**config.mk**
```make
export PLATFORM = sky130hd
export DESIGN_NAME = rst_seq
export DESIGN_NICKNAME = d
export VERILOG_FILES = /design/src/rtl/rst_seq.sv
export SDC_FILE = /design/constraint.sdc
export NUM_CORES = 1
export LEC_CHECK = 0
export ABC_AREA = 1
export CAP_MARGIN = 20
export CELL_PAD_IN_SITES_DETAIL_PLACEMENT = 1
export CELL_PAD_IN_SITES_GLOBAL_PLACEMENT = 2
export CORE_MARGIN = 2
export CORE_UTILIZATION = 36
export DETAILED_ROUTE_END_ITERATION = 8
export DONT_BUFFER_PORTS = 1
export PLACE_DENSITY = 0.94
export SYNTH_ARGS = -nofsm -noshare
export SYNTH_HDL_FRONTEND = slang
export SYNTH_SLANG_ARGS = --single-unit
```
**constraint.sdc**
```tcl
create_clock -name clk -period 2.75 [get_ports clk]
set_input_delay 0.55 -clock clk [delete_from_list [all_inputs] [get_ports clk]]
set_output_delay 0.55 -clock clk [all_outputs]
set_load 0.01 [all_outputs]
```
**src/rtl/rst_seq.sv**
```systemverilog
// rst_seq: staged reset sequencer.
// Releases STAGE_NUM downstream reset domains one at a time, bit 0 first,
// after the board power-on reset is removed. Each release is followed by a
// wait for that stage's ack and a settling gap before the next release.
// Optional feature macro: RST_SEQ_ACK_EN enables the ack handshake together
// with the ack timeout, the retry/fault paths and the ack-loss restart in DONE.
// Without it the stages are released on a fixed cadence and acks are ignored.
module rst_seq #(
  parameter int MAIN_CLOCK_PERIOD = 7,
  parameter int STAGE_NUM         = 4,
  parameter int STAGE_DELAY       = 1000,
  parameter int ACK_TIMEOUT       = 100000,
  parameter int MAX_RETRY         = 3
) (
  input  logic                 clk,
  input  logic                 rst,
  input  logic                 soft_rst_req,
  input  logic [STAGE_NUM-1:0] stage_ack,
  output logic [STAGE_NUM-1:0] stage_rst_n,
  output logic                 seq_done,
  output logic                 seq_fault,
  output logic [3:0]           retry_cnt
);

  localparam logic [2:0] ST_ASSERT = 3'd0;
  localparam logic [2:0] ST_WAIT   = 3'd1;
  localparam logic [2:0] ST_GAP    = 3'd2;
  localparam logic [2:0] ST_RETRY  = 3'd3;
  localparam logic [2:0] ST_DONE   = 3'd4;
  localparam logic [2:0] ST_FAULT  = 3'd5;

  // Cycle counts derived from ns values, never below one cycle.
  localparam int          D_RAW  = STAGE_DELAY / MAIN_CLOCK_PERIOD;
  localparam logic [31:0] D_CYC  = (D_RAW < 1) ? 32'd1 : 32'(D_RAW);
  localparam logic [2:0]  LAST_K = 3'(STAGE_NUM - 1);

`ifdef RST_SEQ_ACK_EN
  localparam int          T_RAW       = ACK_TIMEOUT / MAIN_CLOCK_PERIOD;
  localparam logic [31:0] T_CYC       = (T_RAW < 1) ? 32'd1 : 32'(T_RAW);
  localparam logic [3:0]  MAX_RETRY_C = 4'(MAX_RETRY);
  // With a real handshake the gap is the full D cycles after the ack.
  localparam logic [31:0] GAP_END     = D_CYC;
`else
  // The fixed one-cycle WAIT_ACK counts towards the gap so that stages
  // release every D+1 cycles.
  localparam logic [31:0] GAP_END     = D_CYC - 32'd1;
`endif

  logic [2:0]  state_r;
  logic [31:0] cnt_r;
  logic [2:0]  k_r;
  logic [7:0]  rel_r;
  logic        done_r;
  logic        armed_r;
  logic        unused_s;

`ifdef RST_SEQ_ACK_EN
  logic        fault_r;
  logic [3:0]  retry_r;
  logic [7:0]  ack_pad_s;

  // Zero-extend the ack bus so the awaited bit can be picked by stage index.
  always_comb begin
    ack_pad_s                  = 8'd0;
    ack_pad_s[STAGE_NUM-1:0]   = stage_ack;
  end

  assign seq_fault = fault_r;
  assign retry_cnt = retry_r;
  assign unused_s  = ^{rel_r};
`else
  assign seq_fault = 1'b0;
  assign retry_cnt = 4'd0;
  assign unused_s  = ^{rel_r, stage_ack, 32'(ACK_TIMEOUT), 32'(MAX_RETRY)};
`endif

  assign stage_rst_n = rel_r[STAGE_NUM-1:0];
  assign seq_done    = done_r;

  // Sequencer FSM: all outputs are registered here. armed_r delays counting
  // by one edge after power-on reset so the first hold ends on edge D+1.
  always_ff @(posedge clk) begin
    if (!rst) begin
      state_r <= ST_ASSERT;
      cnt_r   <= 32'd0;
      k_r     <= 3'd0;
      rel_r   <= 8'd0;
      done_r  <= 1'b0;
      armed_r <= 1'b0;
`ifdef RST_SEQ_ACK_EN
      fault_r <= 1'b0;
      retry_r <= 4'd0;
`endif
    end else begin
      armed_r <= 1'b1;
      if (soft_rst_req && (state_r != ST_ASSERT)) begin
        state_r <= ST_ASSERT;
        cnt_r   <= 32'd0;
        k_r     <= 3'd0;
        rel_r   <= 8'd0;
        done_r  <= 1'b0;
`ifdef RST_SEQ_ACK_EN
        fault_r <= 1'b0;
        retry_r <= 4'd0;
`endif
      end else begin
        case (state_r)
          ST_ASSERT: begin
            rel_r <= 8'd0;
            if (cnt_r == D_CYC) begin
              rel_r   <= 8'd1;
              k_r     <= 3'd0;
              cnt_r   <= 32'd0;
              state_r <= ST_WAIT;
            end else if (armed_r) begin
              cnt_r <= cnt_r + 32'd1;
            end
          end
          ST_WAIT: begin
`ifdef RST_SEQ_ACK_EN
            if (ack_pad_s[k_r]) begin
              cnt_r   <= 32'd0;
              state_r <= ST_GAP;
            end else if (cnt_r == (T_CYC - 32'd1)) begin
              cnt_r   <= 32'd0;
              state_r <= ST_RETRY;
            end else begin
              cnt_r <= cnt_r + 32'd1;
            end
`else
            cnt_r   <= 32'd0;
            state_r <= ST_GAP;
`endif
          end
          ST_GAP: begin
            if (cnt_r == GAP_END) begin
              cnt_r <= 32'd0;
              if (k_r == LAST_K) begin
                done_r  <= 1'b1;
                state_r <= ST_DONE;
              end else begin
                rel_r[k_r + 3'd1] <= 1'b1;
                k_r               <= k_r + 3'd1;
                state_r           <= ST_WAIT;
              end
            end else begin
              cnt_r <= cnt_r + 32'd1;
            end
          end
`ifdef RST_SEQ_ACK_EN
          ST_RETRY: begin
            rel_r <= 8'd0;
            cnt_r <= 32'd0;
            if (retry_r == MAX_RETRY_C) begin
              fault_r <= 1'b1;
              state_r <= ST_FAULT;
            end else begin
              retry_r <= retry_r + 4'd1;
              state_r <= ST_ASSERT;
            end
          end
          ST_FAULT: begin
            rel_r <= 8'd0;
          end
`endif
          ST_DONE: begin
`ifdef RST_SEQ_ACK_EN
            if (!(&stage_ack)) begin
              done_r  <= 1'b0;
              retry_r <= 4'd0;
              rel_r   <= 8'd0;
              cnt_r   <= 32'd0;
              state_r <= ST_ASSERT;
            end
`endif
          end
          default: begin
            state_r <= ST_ASSERT;
            cnt_r   <= 32'd0;
            rel_r   <= 8'd0;
            done_r  <= 1'b0;
          end
        endcase
      end
    end
  end

endmodule

```
==> flow_summary.ini, run 1 <==
[floorplan]
dieArea_sq_mm = 0.00938
die-height_microns = 96.9
num_rows = 33
core-area_sq_mm = 0.00830
die_x_microns = 96.9
ios = 17
initial_utilization_pct = 37.4

[cells_and_area]
layout-drive-gt1-share_pct = 4.17
nets = 563
area_growth_pct = 6.57
mostFrequentLayoutCell = nand2_1
fin_cells = 656
post-route-util_pct = 39.9
final_area_sq_mm = 0.00331
final_cell_mix = nand2_1 (208), nor2_1 (84), inv_1 (53), a21oi_1 (53), nand3_1 (47)
antenna_cells = 0

[clock_tree]
cts_max_path_buffers = 2
clkSinkCount = 44
cts_max_level = 2
cts.repair.resized = 0
cts_root_buf = clkbuf_8
clk_latency_ps = 310
clk_pin_slew_ps = 100
cts_hold_buf = 0
cts_setup_buffers = 0
cts_inserted_buffers = 5
cts_tree = done

[logic_synthesis]
synth_cell_types = 26
yosysSeqAreaShare_pct = 28.4
avgSynthCellArea_sq_um = 5.64
synth_top_area_share_pct = 28.4
syn_area_sq_mm = 0.00310
ys_warn_count = 0
synth_top_area_cell = dfxtp_1
synth_cells = 550
synthTopCellsByArea = dfxtp_1 (28%), nand2_1 (25%), nor2_1 (10%)
ys_ff_latch = 44

[setup_path]
critical_path_class = reg -> reg
crit_path_end_kind = flop
critPathTopFamily = simple AND/OR/NAND/NOR gates
crit_slowest_cell = dfxtp_1
critPathMaxStageDelay_ps = 460
worst-path-max-fanout = 15
path_buf_inv = 3
worstPathRequired_ps = 2990
r2r_cells = 12
rr_startpoint = cnt_r[0]
timing.rr.end = cnt_r[5]
crit_chain = inv_1 -> ha_1 -> inv_1 -> nor2_1 -> nand3_1 -> nor2_1 -> nand2_2 -> nand3_2 -> nand2_4 -> buf_4 -> nand2_1 -> a21oi_1
rrSetupSlack_ps = 490
cp.arrival_ps = 2500
startpoint_type = flop

[sta]
hold_ws_ps = 253
setup_ws_ps = 490
fin_skew_ps = 10.3
finalCritPeriodShare_pct = 82.2
timing.fmax_mhz = 442
setup_viol = 0
rsz0062_at_grt = false
slew_violations = 0
final.setup.tns_ps = 0
finalCriticalPeriod_ps = 2260
hold_viol_final = 0

[global_route]
track_usage_pct = 21.0
grt_max_degree = 34
grt-ovfl-total = 0
grt_antenna_before_repair = 0
grt_pass1_vias = 3409
grt_pass1_wl_microns = 16500

[route]
drt_iter0_markers = 93
wl_microns = 9520
routedWlPerCell_microns = 14.5
vias = 3342
drc = 0
postRouteAntennaNets = 0
dr.pass1.iters = 4
via_per_inst = 5.09

[placed_design]
place_area_sq_mm = 0.00319
dp.cells = 648
io_buffers = 0
dp_hpwl_microns = 7230
gp_congestion = 0.850
place_ws_ps = 504

[pwr]
power.density_mw_per_mm2 = 434
ir_drop_uv = 267
fin_total_pwr_mw = 1.44
p_leak_nw = 1.30

[hold_path]
min_from = rst
holdPathStages = 0
min_to = armed_r
hp-class = in -> reg

[run_status]
outcome = completed

[run]
maxCapViolations = 0
sequential cells by signal, summed over array words and instances, names as in the netlist:
name and flops:
armed_r 1, cnt_r 32, k_r 3, rel_r 4, seq_done 1, state_r 3
routing by layer:
layer / wire, microns / global-route usage (%) / share of wire (%)
met5: 0 / 0 / 0
met4: 120 / 4.01 / 1.3
met3: 200 / 2.53 / 2.1
met2: 4740 / 38.0 / 50
met1: 4460 / 26.8 / 47
area by class of cell:
cell class              instances  area, sq um
flip-flops and latches         44          881
multi-input cells             438         1920
well taps                     105          131
inverters                      54          208
clock buffers                   5         68.8
fillers                      1193         4990
clock inverters                 3         46.3
repair buffers                  7         52.6
power breakdown:
| group | internal [mW] | switching (mW) | total [mW] |
|---|---|---|---|
| Clock | 0.274 | 0.263 | 0.537 |
| Sequential | 0.648 | 0.0169 | 0.665 |
| Combinational | 0.0578 | 0.176 | 0.234 |
| Total | 0.980 | 0.456 | 1.44 |
cells in the mapped netlist (all sizes together):
| cell | number |
|---|---|
| ha | 6 |
| clkbuf | 6 |
| nand4 | 6 |
| nor2 | 86 |
| nand3b | 2 |
| or2 | 1 |
| inv | 53 |
| nand2 | 211 |
| buf | 12 |
| clkinv | 1 |
| dfxtp | 44 |
| conb | 1 |
| xor2 | 2 |
| o21ai | 12 |
| a21oi | 53 |
| nand3 | 48 |
| xnor2 | 1 |
| a22oi | 1 |
| and2 | 1 |
| nor3 | 3 |
worst max path at each step:
stage | from | end | slack, ps | cells past startpoint
CTS | cnt_r[0] | cnt_r[13] | 480 | 12
detailed placement | cnt_r[0] | cnt_r[13] | 500 | 12
floorplan | cnt_r[0] | cnt_r[10] | 1140 | 13
finish | cnt_r[0] | cnt_r[5] | 490 | 12
global placement | cnt_r[0] | cnt_r[10] | 580 | 12
global route | cnt_r[0] | cnt_r[7] | 230 | 13
logic make-up after synthesis:
family,synth area share [%]
other,0.121
and+or+nand+nor,47.3
xor gates and xnor gates,0.847
AOI/OAI and AO/OA,10.7
buffers and inverters,10.2
adders and majority gates,2.42
DFF,28.4
Power figures use the tool's default switching activity.
==> inputs of run 2 (changes only) <==
CORE_UTILIZATION = 33   (was 36)
PLACE_DENSITY = 0.88   (was 0.94)
clock period = 2.3 ns   (was 2.75 ns; I/O delays follow)
==> run 2 against run 1 <==
- combinational power increased by 23%
- die area rose by 8.7%
- global-route usage shrank 0.30 points
- count of clock-buffer cells in the layout did not move
- register-to-register slack worse by 220 ps
- clock power increased by 16%
- flip-flop and latch count unchanged
- core utilization shrank 3.8 points
- critical path type unchanged
- largest cell class unchanged
==> flow_summary.ini, run 2 (synthesis gave the netlist of run 1 again) <==
[global_route]
grt-ovfl-total = 0
grt_pass1_vias = 3495
track_usage_pct = 20.7
grt_antenna_before_repair = 0
grt_pass1_wl_microns = 16800
grt_max_degree = 34

[clock_tree]
cts_tree = done
cts_max_path_buffers = 2
cts_hold_buf = 0
cts.repair.resized = 0
cts_max_level = 2
cts_root_buf = clkbuf_8
cts_inserted_buffers = 5
clkSinkCount = 44
clk_pin_slew_ps = 100
cts_setup_buffers = 0
clk_latency_ps = 310

[route]
routedWlPerCell_microns = 14.8
drc = 0
drt_iter0_markers = 133
wl_microns = 9790
via_per_inst = 5.10
postRouteAntennaNets = 0
dr.pass1.iters = 4
vias = 3381

[placed_design]
gp_congestion = 0.854
place_area_sq_mm = 0.00321
dp_hpwl_microns = 7500
dp.cells = 655
io_buffers = 0

[sta]
setup_viol = 0
finalCriticalPeriod_ps = 2030
rsz0062_at_grt = false
fin_skew_ps = 9.36
slew_violations = 0
hold_viol_final = 0
timing.fmax_mhz = 492
finalCritPeriodShare_pct = 88.4
final.setup.tns_ps = 0

[floorplan]
dieArea_sq_mm = 0.0102
die-height_microns = 101
initial_utilization_pct = 33.8
die_x_microns = 101
ios = 17
num_rows = 35
core-area_sq_mm = 0.00920

[cells_and_area]
largestRegisters = cnt_r (32), rel_r (4)
fin_cells = 663
final_area_sq_mm = 0.00332
layout-drive-gt1-share_pct = 4.35
antenna_cells = 0
regMostFlops = cnt_r
mostFrequentLayoutCell = nand2_1
area_growth_pct = 6.93
final_cell_mix = nand2_1 (208), nor2_1 (84), inv_1 (53), a21oi_1 (53), nand3_1 (47)
nets = 564
largest_reg_flops = 32

[hold_path]
hp-class = in -> reg

[setup_path]
cp.arrival_ps = 2280
crit_chain = ha_1 -> inv_1 -> nor2_1 -> nand2_1 -> nor3_1 -> a21oi_1 -> nor2_1 -> nand2_1 -> a21oi_1
worstPathRequired_ps = 2550
crit_path_end_kind = flop
critical_path_class = reg -> reg
startpoint_type = flop
crit_slowest_cell = dfxtp_1
worst-path-max-fanout = 7
critPathMaxStageDelay_ps = 460

[pwr]
p_leak_nw = 1.31
fin_total_pwr_mw = 1.71
power.density_mw_per_mm2 = 514
ir_drop_uv = 274

[run_status]
outcome = completed

[run]
maxCapViolations = 0
## run 2: cell types whose count changed in the layout (fill, tap and decap cells not counted)
| cell | change |
|---|---|
| buf_4 | +1 |
| inv_6 | -1 |
| clkinv_2 | +1 |
## run 2: where the power goes
| group | total, mW | switching [mW] | internal [mW] |
|---|---|---|---|
| sequential | 0.795 | 0.0202 | 0.775 |
| combinational | 0.287 | 0.214 | 0.0726 |
| clock | 0.625 | 0.303 | 0.322 |
## run 2: through the flow
step,worst slack [ps],util [%],hold slack [ps]
2_1_floorplan,693,-,441
5_1_grt,68.2,36.1,157
3_3_place_gp,354,34.9,452
4_1_cts,257,36.1,159
6_report,267,36.1,173
3_5_place_dp,285,34.9,462
## run 2: worst paths after layout
| kind | startpoint | endpoint | slack, ps | cells past startpoint |
|---|---|---|---|---|
| worst max-delay path | cnt_r[1] | cnt_r[20] | 270 | 9 |
| worst min register to register | k_r[2] | k_r[2] | 470 | 2 |
| worst max register to register | cnt_r[1] | cnt_r[20] | 270 | 9 |
| worst min-delay path | rst | armed_r | 170 | 0 |
## run 2: cell type report
| type | instances | area, sq um |
|---|---|---|
| Inverter | 54 | 208 |
| Clock buffer | 5 | 68.8 |
| Clock inverter | 3 | 42.5 |
| Timing Repair Buffer | 8 | 60.1 |
| Multi-Input combinational cell | 438 | 1920 |
| Sequential cell | 44 | 881 |
| Fill cell | 1288 | 5880 |
| Tap cell | 111 | 139 |
## run 2: per-layer routing
layer / wire length, microns / GRT usage (%)
met5: 0 / 0
met4: 86 / 4.16
met3: 237 / 2.50
met2: 4610 / 36.5
met1: 4850 / 27.2
## run 2: critical path: cells and delay by family (launching register included)
family | cells | cell delay [ps]
DFF | 1 | 460
AOI/OAI and AO/OA | 2 | 240
buffers and inverters | 1 | 70
adders and majority gates | 1 | 330
and+or+nand+nor | 5 | 880
